==> config.mk <==
export PLATFORM = sky130hd
export DESIGN_NAME = tinyalu_cmd_master
export DESIGN_NICKNAME = d
export VERILOG_FILES = /design/src/rtl/tinyalu_pkg.sv /design/src/rtl/tinyalu_cmd_master_wdog.sv /design/src/rtl/tinyalu_cmd_master.sv
export SDC_FILE = /design/constraint.sdc
export NUM_CORES = 1
export LEC_CHECK = 0
export BUFFER_PORTS_ARGS = -buffer_cell sky130_fd_sc_hd__buf_4
export CORE_MARGIN = 3
export CORE_UTILIZATION = 50
export CTS_BUF_LIST = sky130_fd_sc_hd__clkbuf_16
export DETAILED_ROUTE_END_ITERATION = 16
export PLACE_DENSITY = 0.83
export SLEW_MARGIN = 5
export SYNTH_ARGS = -nofsm -noshare
export SYNTH_HDL_FRONTEND = slang
export SYNTH_SLANG_ARGS = --single-unit
==> constraint.sdc <==
create_clock -name clk -period 4.1 [get_ports clk]
set_input_delay 0.615 -clock clk [delete_from_list [all_inputs] [get_ports clk]]
set_output_delay 0.615 -clock clk [all_outputs]
set_load 0.01 [all_outputs]
==> src/rtl/tinyalu_pkg.sv <==
// Shared TinyALU types: opcode encodings, command-master FSM states and data widths.
package tinyalu_pkg;

  localparam int ALU_DATA_W = 8;
  localparam int ALU_RES_W  = 16;

  typedef enum logic [2:0] {
    no_op  = 3'b000,
    add_op = 3'b001,
    and_op = 3'b010,
    xor_op = 3'b011,
    mul_op = 3'b100,
    rst_op = 3'b111
  } operation_t;

  typedef enum logic [2:0] {
    IDLE,
    ALU_WAIT,
    NOP_PULSE,
    RST_PULSE,
    RESP
  } cmd_master_state_t;

  // Opcodes that make the ALU produce a result (and therefore a response).
  function automatic logic is_alu_op(input operation_t op);
    return (op == add_op) || (op == and_op) || (op == xor_op) || (op == mul_op);
  endfunction

endpackage

==> src/rtl/tinyalu_cmd_master_wdog.sv <==
// ALU_WAIT watchdog: counts cycles while i_run is high, flags expiry on the last allowed cycle.
module tinyalu_cmd_master_wdog #(
  parameter int TIMEOUT_CYCLES = 16
) (
  input  logic clk,
  input  logic reset_n,
  input  logic i_run,
  output logic o_expired
);

  localparam int CW = $clog2(TIMEOUT_CYCLES + 1);

  logic [CW-1:0] r_cnt;

  // Counter sits at zero outside the wait state, so it is clear on every entry.
  always_ff @(posedge clk or negedge reset_n) begin
    if (!reset_n) begin
      r_cnt <= '0;
    end else if (!i_run) begin
      r_cnt <= '0;
    end else if (!o_expired) begin
      r_cnt <= r_cnt + 1'b1;
    end
  end

  assign o_expired = i_run && (r_cnt == CW'(TIMEOUT_CYCLES - 1));

endmodule

==> src/rtl/tinyalu_cmd_master.sv <==
// TinyALU start/done initiator: command stream in, ALU pins out, result stream back.
// Optional ALU_WAIT timeout enabled by defining TINYALU_CMD_MASTER_TIMEOUT_EN.
module tinyalu_cmd_master
  import tinyalu_pkg::*;
#(
  parameter int RST_CYCLES     = 2,
  parameter int TIMEOUT_CYCLES = 16
) (
  input  logic                  clk,
  input  logic                  reset_n,
  input  logic                  cmd_valid,
  output logic                  cmd_ready,
  input  logic [ALU_DATA_W-1:0] cmd_a,
  input  logic [ALU_DATA_W-1:0] cmd_b,
  input  logic [2:0]            cmd_op,
  output logic                  rsp_valid,
  input  logic                  rsp_ready,
  output logic [ALU_RES_W-1:0]  rsp_result,
  output logic [2:0]            rsp_op,
  output logic                  rsp_err,
  output logic [ALU_DATA_W-1:0] alu_a,
  output logic [ALU_DATA_W-1:0] alu_b,
  output logic [2:0]            alu_op,
  output logic                  alu_start,
  input  logic                  alu_done,
  input  logic [ALU_RES_W-1:0]  alu_result,
  output logic                  alu_reset_n
);

  localparam int RC_W = (RST_CYCLES > 1) ? $clog2(RST_CYCLES) : 1;

  cmd_master_state_t     r_state, w_state_next;
  logic                  r_cmd_ready, w_cmd_ready_next;
  logic                  r_rsp_valid, w_rsp_valid_next;
  logic [ALU_RES_W-1:0]  r_rsp_result, w_rsp_result_next;
  logic [2:0]            r_rsp_op, w_rsp_op_next;
  logic [ALU_DATA_W-1:0] r_alu_a, w_alu_a_next;
  logic [ALU_DATA_W-1:0] r_alu_b, w_alu_b_next;
  logic [2:0]            r_alu_op, w_alu_op_next;
  logic                  r_alu_start, w_alu_start_next;
  logic                  r_alu_reset_n, w_alu_reset_n_next;
  logic [RC_W-1:0]       r_rst_cnt, w_rst_cnt_next;
  operation_t            w_cmd_op;

`ifdef TINYALU_CMD_MASTER_TIMEOUT_EN
  logic r_rsp_err, w_rsp_err_next;
  logic w_wdog_expired;

  tinyalu_cmd_master_wdog #(
    .TIMEOUT_CYCLES(TIMEOUT_CYCLES)
  ) u_wdog (
    .clk      (clk),
    .reset_n  (reset_n),
    .i_run    (r_state == ALU_WAIT),
    .o_expired(w_wdog_expired)
  );

  assign rsp_err = r_rsp_err;
`else
  assign rsp_err = 1'b0;
`endif

  assign w_cmd_op = operation_t'(cmd_op);

  always_comb begin
    w_state_next       = r_state;
    w_rsp_valid_next   = r_rsp_valid;
    w_rsp_result_next  = r_rsp_result;
    w_rsp_op_next      = r_rsp_op;
    w_alu_a_next       = r_alu_a;
    w_alu_b_next       = r_alu_b;
    w_alu_op_next      = r_alu_op;
    w_alu_start_next   = r_alu_start;
    w_alu_reset_n_next = 1'b1;
    w_rst_cnt_next     = r_rst_cnt;
`ifdef TINYALU_CMD_MASTER_TIMEOUT_EN
    w_rsp_err_next     = r_rsp_err;
`endif
    case (r_state)
      IDLE: begin
        if (cmd_valid && r_cmd_ready) begin
          if (is_alu_op(w_cmd_op)) begin
            w_alu_a_next     = cmd_a;
            w_alu_b_next     = cmd_b;
            w_alu_op_next    = cmd_op;
            w_alu_start_next = 1'b1;
            w_state_next     = ALU_WAIT;
          end else if (w_cmd_op == rst_op) begin
            w_alu_reset_n_next = 1'b0;
            w_rst_cnt_next     = RC_W'(RST_CYCLES - 1);
            w_state_next       = RST_PULSE;
          end else begin
            // no_op and the unused codes all become a bare no_op strobe
            w_alu_op_next    = no_op;
            w_alu_start_next = 1'b1;
            w_state_next     = NOP_PULSE;
          end
        end
      end
      ALU_WAIT: begin
        if (alu_done) begin
          w_rsp_result_next = alu_result;
          w_rsp_op_next     = r_alu_op;
          w_alu_start_next  = 1'b0;
          w_rsp_valid_next  = 1'b1;
          w_state_next      = RESP;
`ifdef TINYALU_CMD_MASTER_TIMEOUT_EN
          w_rsp_err_next    = 1'b0;
        end else if (w_wdog_expired) begin
          w_rsp_result_next = '0;
          w_rsp_op_next     = r_alu_op;
          w_alu_start_next  = 1'b0;
          w_rsp_valid_next  = 1'b1;
          w_rsp_err_next    = 1'b1;
          w_state_next      = RESP;
`endif
        end
      end
      NOP_PULSE: begin
        w_alu_start_next = 1'b0;
        w_state_next     = IDLE;
      end
      RST_PULSE: begin
        if (r_rst_cnt == '0) begin
          w_state_next = IDLE;
        end else begin
          w_alu_reset_n_next = 1'b0;
          w_rst_cnt_next     = r_rst_cnt - 1'b1;
        end
      end
      RESP: begin
        if (rsp_ready) begin
          w_rsp_valid_next = 1'b0;
          w_state_next     = IDLE;
        end
      end
      default: w_state_next = IDLE;
    endcase
    w_cmd_ready_next = (w_state_next == IDLE);
  end

  always_ff @(posedge clk or negedge reset_n) begin
    if (!reset_n) begin
      r_state       <= IDLE;
      r_cmd_ready   <= 1'b0;
      r_rsp_valid   <= 1'b0;
      r_rsp_result  <= '0;
      r_rsp_op      <= 3'b000;
      r_alu_a       <= '0;
      r_alu_b       <= '0;
      r_alu_op      <= 3'b000;
      r_alu_start   <= 1'b0;
      r_alu_reset_n <= 1'b0;
      r_rst_cnt     <= '0;
`ifdef TINYALU_CMD_MASTER_TIMEOUT_EN
      r_rsp_err     <= 1'b0;
`endif
    end else begin
      r_state       <= w_state_next;
      r_cmd_ready   <= w_cmd_ready_next;
      r_rsp_valid   <= w_rsp_valid_next;
      r_rsp_result  <= w_rsp_result_next;
      r_rsp_op      <= w_rsp_op_next;
      r_alu_a       <= w_alu_a_next;
      r_alu_b       <= w_alu_b_next;
      r_alu_op      <= w_alu_op_next;
      r_alu_start   <= w_alu_start_next;
      r_alu_reset_n <= w_alu_reset_n_next;
      r_rst_cnt     <= w_rst_cnt_next;
`ifdef TINYALU_CMD_MASTER_TIMEOUT_EN
      r_rsp_err     <= w_rsp_err_next;
`endif
    end
  end

  assign cmd_ready   = r_cmd_ready;
  assign rsp_valid   = r_rsp_valid;
  assign rsp_result  = r_rsp_result;
  assign rsp_op      = r_rsp_op;
  assign alu_a       = r_alu_a;
  assign alu_b       = r_alu_b;
  assign alu_op      = r_alu_op;
  assign alu_start   = r_alu_start;
  assign alu_reset_n = r_alu_reset_n;

endmodule

; ---- Word level (Yosys, flattened, before mapping)
; Index checks and enable logic that the tools add are counted.
; Widths: inputs -> output; s select.
[classes]
addsub = 1
eq_ne = 16
muxes = 27
reduce_logical = 15
[op_table]
columns = op, count
row1 = $mux 3, 6
row2 = $mux 1, 15
row3 = $eq 3x2->1 const B, 4
row4 = $ne 2x2->1 const B, 6
row5 = $pmux 3 s4, 1
row6 = $eq 3x3->1 const B, 3
row7 = $reduce_and 3->1, 3
row8 = $reduce_and 4->1, 2
row9 = $eq 3x1->1 const B, 2
row10 = $logic_not 3->1, 2
row11 = $pmux 1 s2, 3
row12 = $reduce_bool 2->1, 2
row13 = $logic_or 1x1->1, 3
row14 = $ne 3x3->1 const B, 1
row15 = $pmux 1 s3, 1
row16 = $reduce_bool 3->1, 1
row17 = $mux 2, 1
row18 = $reduce_and 2->1, 1
row19 = $logic_and 1x1->1, 1
row20 = $sub 1x1->1 const B, 1
[word_totals]
regBits = 46
in_bits = 40
out_inout_bits = 43
wordCells = 70

; ---- Depth between registers and ports, before layout
[depth]
word_depth = 8
depth_mapped = 6
depth_no_buf = 3

; ---- Worst setup path before layout
; Ideal clock, no wire load.
[synth_path]
path_type = in2reg
startpoint = input port cmd_op[1]
endpoint = register r_alu_a[0] (netlist: alu_a[0])
setup_ns = 0.125
t_arrival_ns = 1.773
required_ns = 3.975
slack_ns = 2.202
cell_stages = 5
n_path_buf = 2
cell_sequence = o21ai_0 > nor4bb_4 > buf_6 > buf_12 > mux2_4
[synth_between]
elab_chain_cells = 5
elab_cells_between_ends = 8
classes_between = eq/ne (4) / reduce/logical (4)
[synth_rtl]
columns = element, line
row1 = "start, declared", tinyalu_cmd_master.sv:15  ; input logic [2:0] cmd_op,
row2 = $eq 3x1->1 or $eq 3x2->1 (tied branches), tinyalu_pkg.sv:26  ; return (op == add_op) || (op == and_op) || (op == xor_op) || (op == mul_op);
row3 = $logic_or 1x1->1 (2 in a row), tinyalu_pkg.sv:26
row4 = $logic_or 1x1->1 *, tinyalu_pkg.sv:26
row5 = $reduce_and 3->1 (no source line) *, --
row6 = "end signal, assigned", tinyalu_cmd_master.sv:164  ; r_alu_a <= w_alu_a_next;
row7 = "end, declared", tinyalu_cmd_master.sv:37  ; logic [ALU_DATA_W-1:0] r_alu_a, w_alu_a_next;
; Mark *: on every way between the ends. The rest lies on a longest branch, timed or not.
; A chain may end at the register's enable or synchronous reset.

; ---- Worst setup path after layout
[layout_path]
startpoint = input port cmd_op[1]
endpoint = register r_alu_b[2] (netlist: alu_b[2])
[layout_between]
elab_chain_cells = 5
elab_cells_between_ends = 8
classes_between = eq/ne (4) / reduce/logical (4)
[layout_rtl]
columns = element, line
row1 = $eq 3x1->1 or $eq 3x2->1 (tied branches), tinyalu_pkg.sv:26
row2 = $logic_or 1x1->1 (2 in a row), tinyalu_pkg.sv:26
row3 = $logic_or 1x1->1 *, tinyalu_pkg.sv:26
row4 = $reduce_and 3->1 (no source line) *, --
row5 = "end signal, assigned", tinyalu_cmd_master.sv:165  ; r_alu_b <= w_alu_b_next;
row6 = "end, declared", tinyalu_cmd_master.sv:38  ; logic [ALU_DATA_W-1:0] r_alu_b, w_alu_b_next;
; Marked as above.

==> metrics.txt <==
CTS resizes=0; HP Class=in2async; Clock power frac=0.185; Detail Placement HPWL=3.12 mm; Die Height=68.5 um; row count=22; Final GP Congestion=0.811; Pins Over Slew Limit=0; critical path peak fanout=9; Post-Syn Nets=167; core area=0.00372 sq mm; Netlist cell types=34; Starting Density=0.526; Setup Skew=0.00612 ns; Seq pwr share=0.397; Max Buffers Root-to-Sink=2; static leakage=1.29 nW; Hold Buf Count CTS=0; DRC Markers=0; largest net degree at the start of global routing=47; CTS tree=built; Pwr Total=2.08 mW; initial antenna violation count=0; NetSw=651 uW; WP data required=4.27 ns; RSZ-0062 raised after global routing=no; Slowest-stage cell, CP=nor4bb_4; Synth-to-Final Area Change=38.5%; Cell Int Power=1.43 mW; final hold viol count=0; slew margin rel.=0.417; # IOs=83; Seq/Total Area, Yosys=0.589; Overall Global Routing Usage=0.187; Worst EP arrival=2.39 ns; Final Cycle Share=0.541; Max VDD drop=0.000359 V; postcts setup bufs=0; Setup crit start kind=input pin; die area=0.00470 sq mm; drt pass-1 iters=4; drt via density=5.27; YS warnings=0; most frequent cells in the layout=buf_4 (81), dfrtp_1 (46), mux2_2 (27), mux2_4 (10), clkbuf_16 (5); final net count=249; Post-Synthesis Cells=127; most common cell after layout, fill and taps aside=buf_4; Avg Inst Size Synth=15.4 sq um; Die W=68.5 um; Initial DRC Count=28; PortBufs=81; combinational share of power=0.418; clock root buffer=clkbuf_16; Min Clock Period, post-route=2.22 ns; synthesized cell area=0.00196 sq mm; max frequency=0.451 GHz; routed wire length=4.22 mm; Pwr Density=769 mW/mm^2; # setup viols final=0; Worst Max-Slew Pin Slew=0.874 ns; worst path cell trace=buf_4, o21ai_0, nor4bb_4, buf_6, mux2_2; post-route ant nets=0; Worst-path clk slew=0.06 ns; Post-synth EDFFs=0; setup TNS=0 ns; vias in the first global route=1372; Crit path largest cell delay=0.74 ns; CP Capture Type=register; Hold WS=0.324 ns; sw frac=0.313; clock sink count=46; Async SR Flop Fraction=1.00; CTS Buf Count=5; ratio of cells with drive above 1 in the final layout=0.629; ANT cells=0; worst skew pair latency=0.28 ns; WL/cell=16.4 um; # H-tree levels=2; detailed-route via count=1359; Worst Setup Path Type=in2reg; ys flop type=dfrtp_1; final global-route overflow total=0; Max-cap violations=0; Synth Register Bits=46; filler cell count=250; first-pass GRT wire length=6.42 mm; status=complete, no violations
==> cells in the mapped netlist (all sizes together), types with 2 or more instances <==
| master | count | area, sq um |
|---|---|---|
| o21ai | 3 | 15.0 |
| a21oi | 3 | 15.0 |
| buf | 6 | 65.1 |
| dfrtp | 46 | 1150 |
| a211oi | 2 | 15.0 |
| nand2 | 2 | 7.51 |
| nor3b | 2 | 15.0 |
| nor2b | 4 | 25.0 |
| mux2 | 37 | 454 |
==> layer usage <==
metal / track usage / wire [um]
met1: 0.223 / 1650
met2: 0.335 / 2190
met3: 0.0454 / 361
met4: 0.0521 / 27
met5: 0 / 0
==> cell families (layout without fill, tap and decap cells) <==
family          count (synthesis)  count (layout)  share of synthesized area
compound gates                 15              15                     0.0531
buf+inv                         8              91                     0.0371
flops                          46              46                      0.589
mux                            38              38                      0.237
other cells                     1               1                    0.00192
simple gates                   19              19                     0.0819
==> path summary, 6_finish.rpt <==
kind                            cells after the start                       from                        end  slack (ns)
worst max-delay path                                5                  cmd_op[1]       alu_b[2]$_DFFE_PN0P_        1.88
worst min-delay path                                1                    reset_n       alu_b[0]$_DFFE_PN0P_        0.32
worst min register to register                      1  rsp_result[3]$_DFFE_PN0P_  rsp_result[3]$_DFFE_PN0P_        0.51
max in group asynchronous                           1                    reset_n      alu_op[0]$_DFFE_PN0P_        3.39
worst max register to register                      4       r_state[1]$_DFF_PN0_       alu_b[2]$_DFFE_PN0P_        1.91
min in group clk                                    1  rsp_result[3]$_DFFE_PN0P_  rsp_result[3]$_DFFE_PN0P_        0.51
==> flip-flops by register name, indices dropped and copies added (netlist names) <==
name         flops
rsp_result      16
alu_a            8
alu_b            8
alu_op           3
r_state          3
rsp_op           3
alu_reset_n      1
alu_start        1
cmd_ready        1
r_rst_cnt        1
rsp_valid        1
==> through the flow <==
stage,std cells,cell area [sq um],setup slack (ns),utilization
2_1_floorplan,127,1960,2.20,-
3_3_place_gp,249,2550,1.46,0.688
3_5_place_dp,249,2550,1.33,0.688
4_1_cts,257,2700,1.63,0.726
5_1_grt,258,2710,1.76,0.729
6_report,258,2710,1.88,0.729
==> critical path, delay by kind of cell <==
family	cells	cell delay (ns)
AO/OA/AOI/OAI	1	0.30
multiplexers	1	0.34
buffers and inverters	2	0.38
AND/OR/NAND/NOR	1	0.74
==> power groups by stage <==
stage	sequential, mW	clock, mW	combinational [mW]
2_1_floorplan	0.894	0	0.406
6_report	0.828	0.385	0.871
4_1_cts	0.830	0.391	0.884
5_1_grt	0.861	0.409	0.943
3_5_place_dp	0.834	0	0.879
3_3_place_gp	0.818	0	0.848
==> cell type report <==
| class | instances | area, sq um | area share |
|---|---|---|---|
| Multi-Input combinational cell | 73 | 732 | 0.270 |
| Timing Repair Buffer | 82 | 619 | 0.229 |
| Inverter | 1 | 3.75 | 0.00139 |
| Clock buffer | 5 | 125 | 0.0462 |
| Sequential cell | 46 | 1150 | 0.425 |
| Tap cell | 48 | 60.1 | 0.0222 |
| Clock inverter | 3 | 16.3 | 0.00601 |
(Power assumes the default switching activity.)
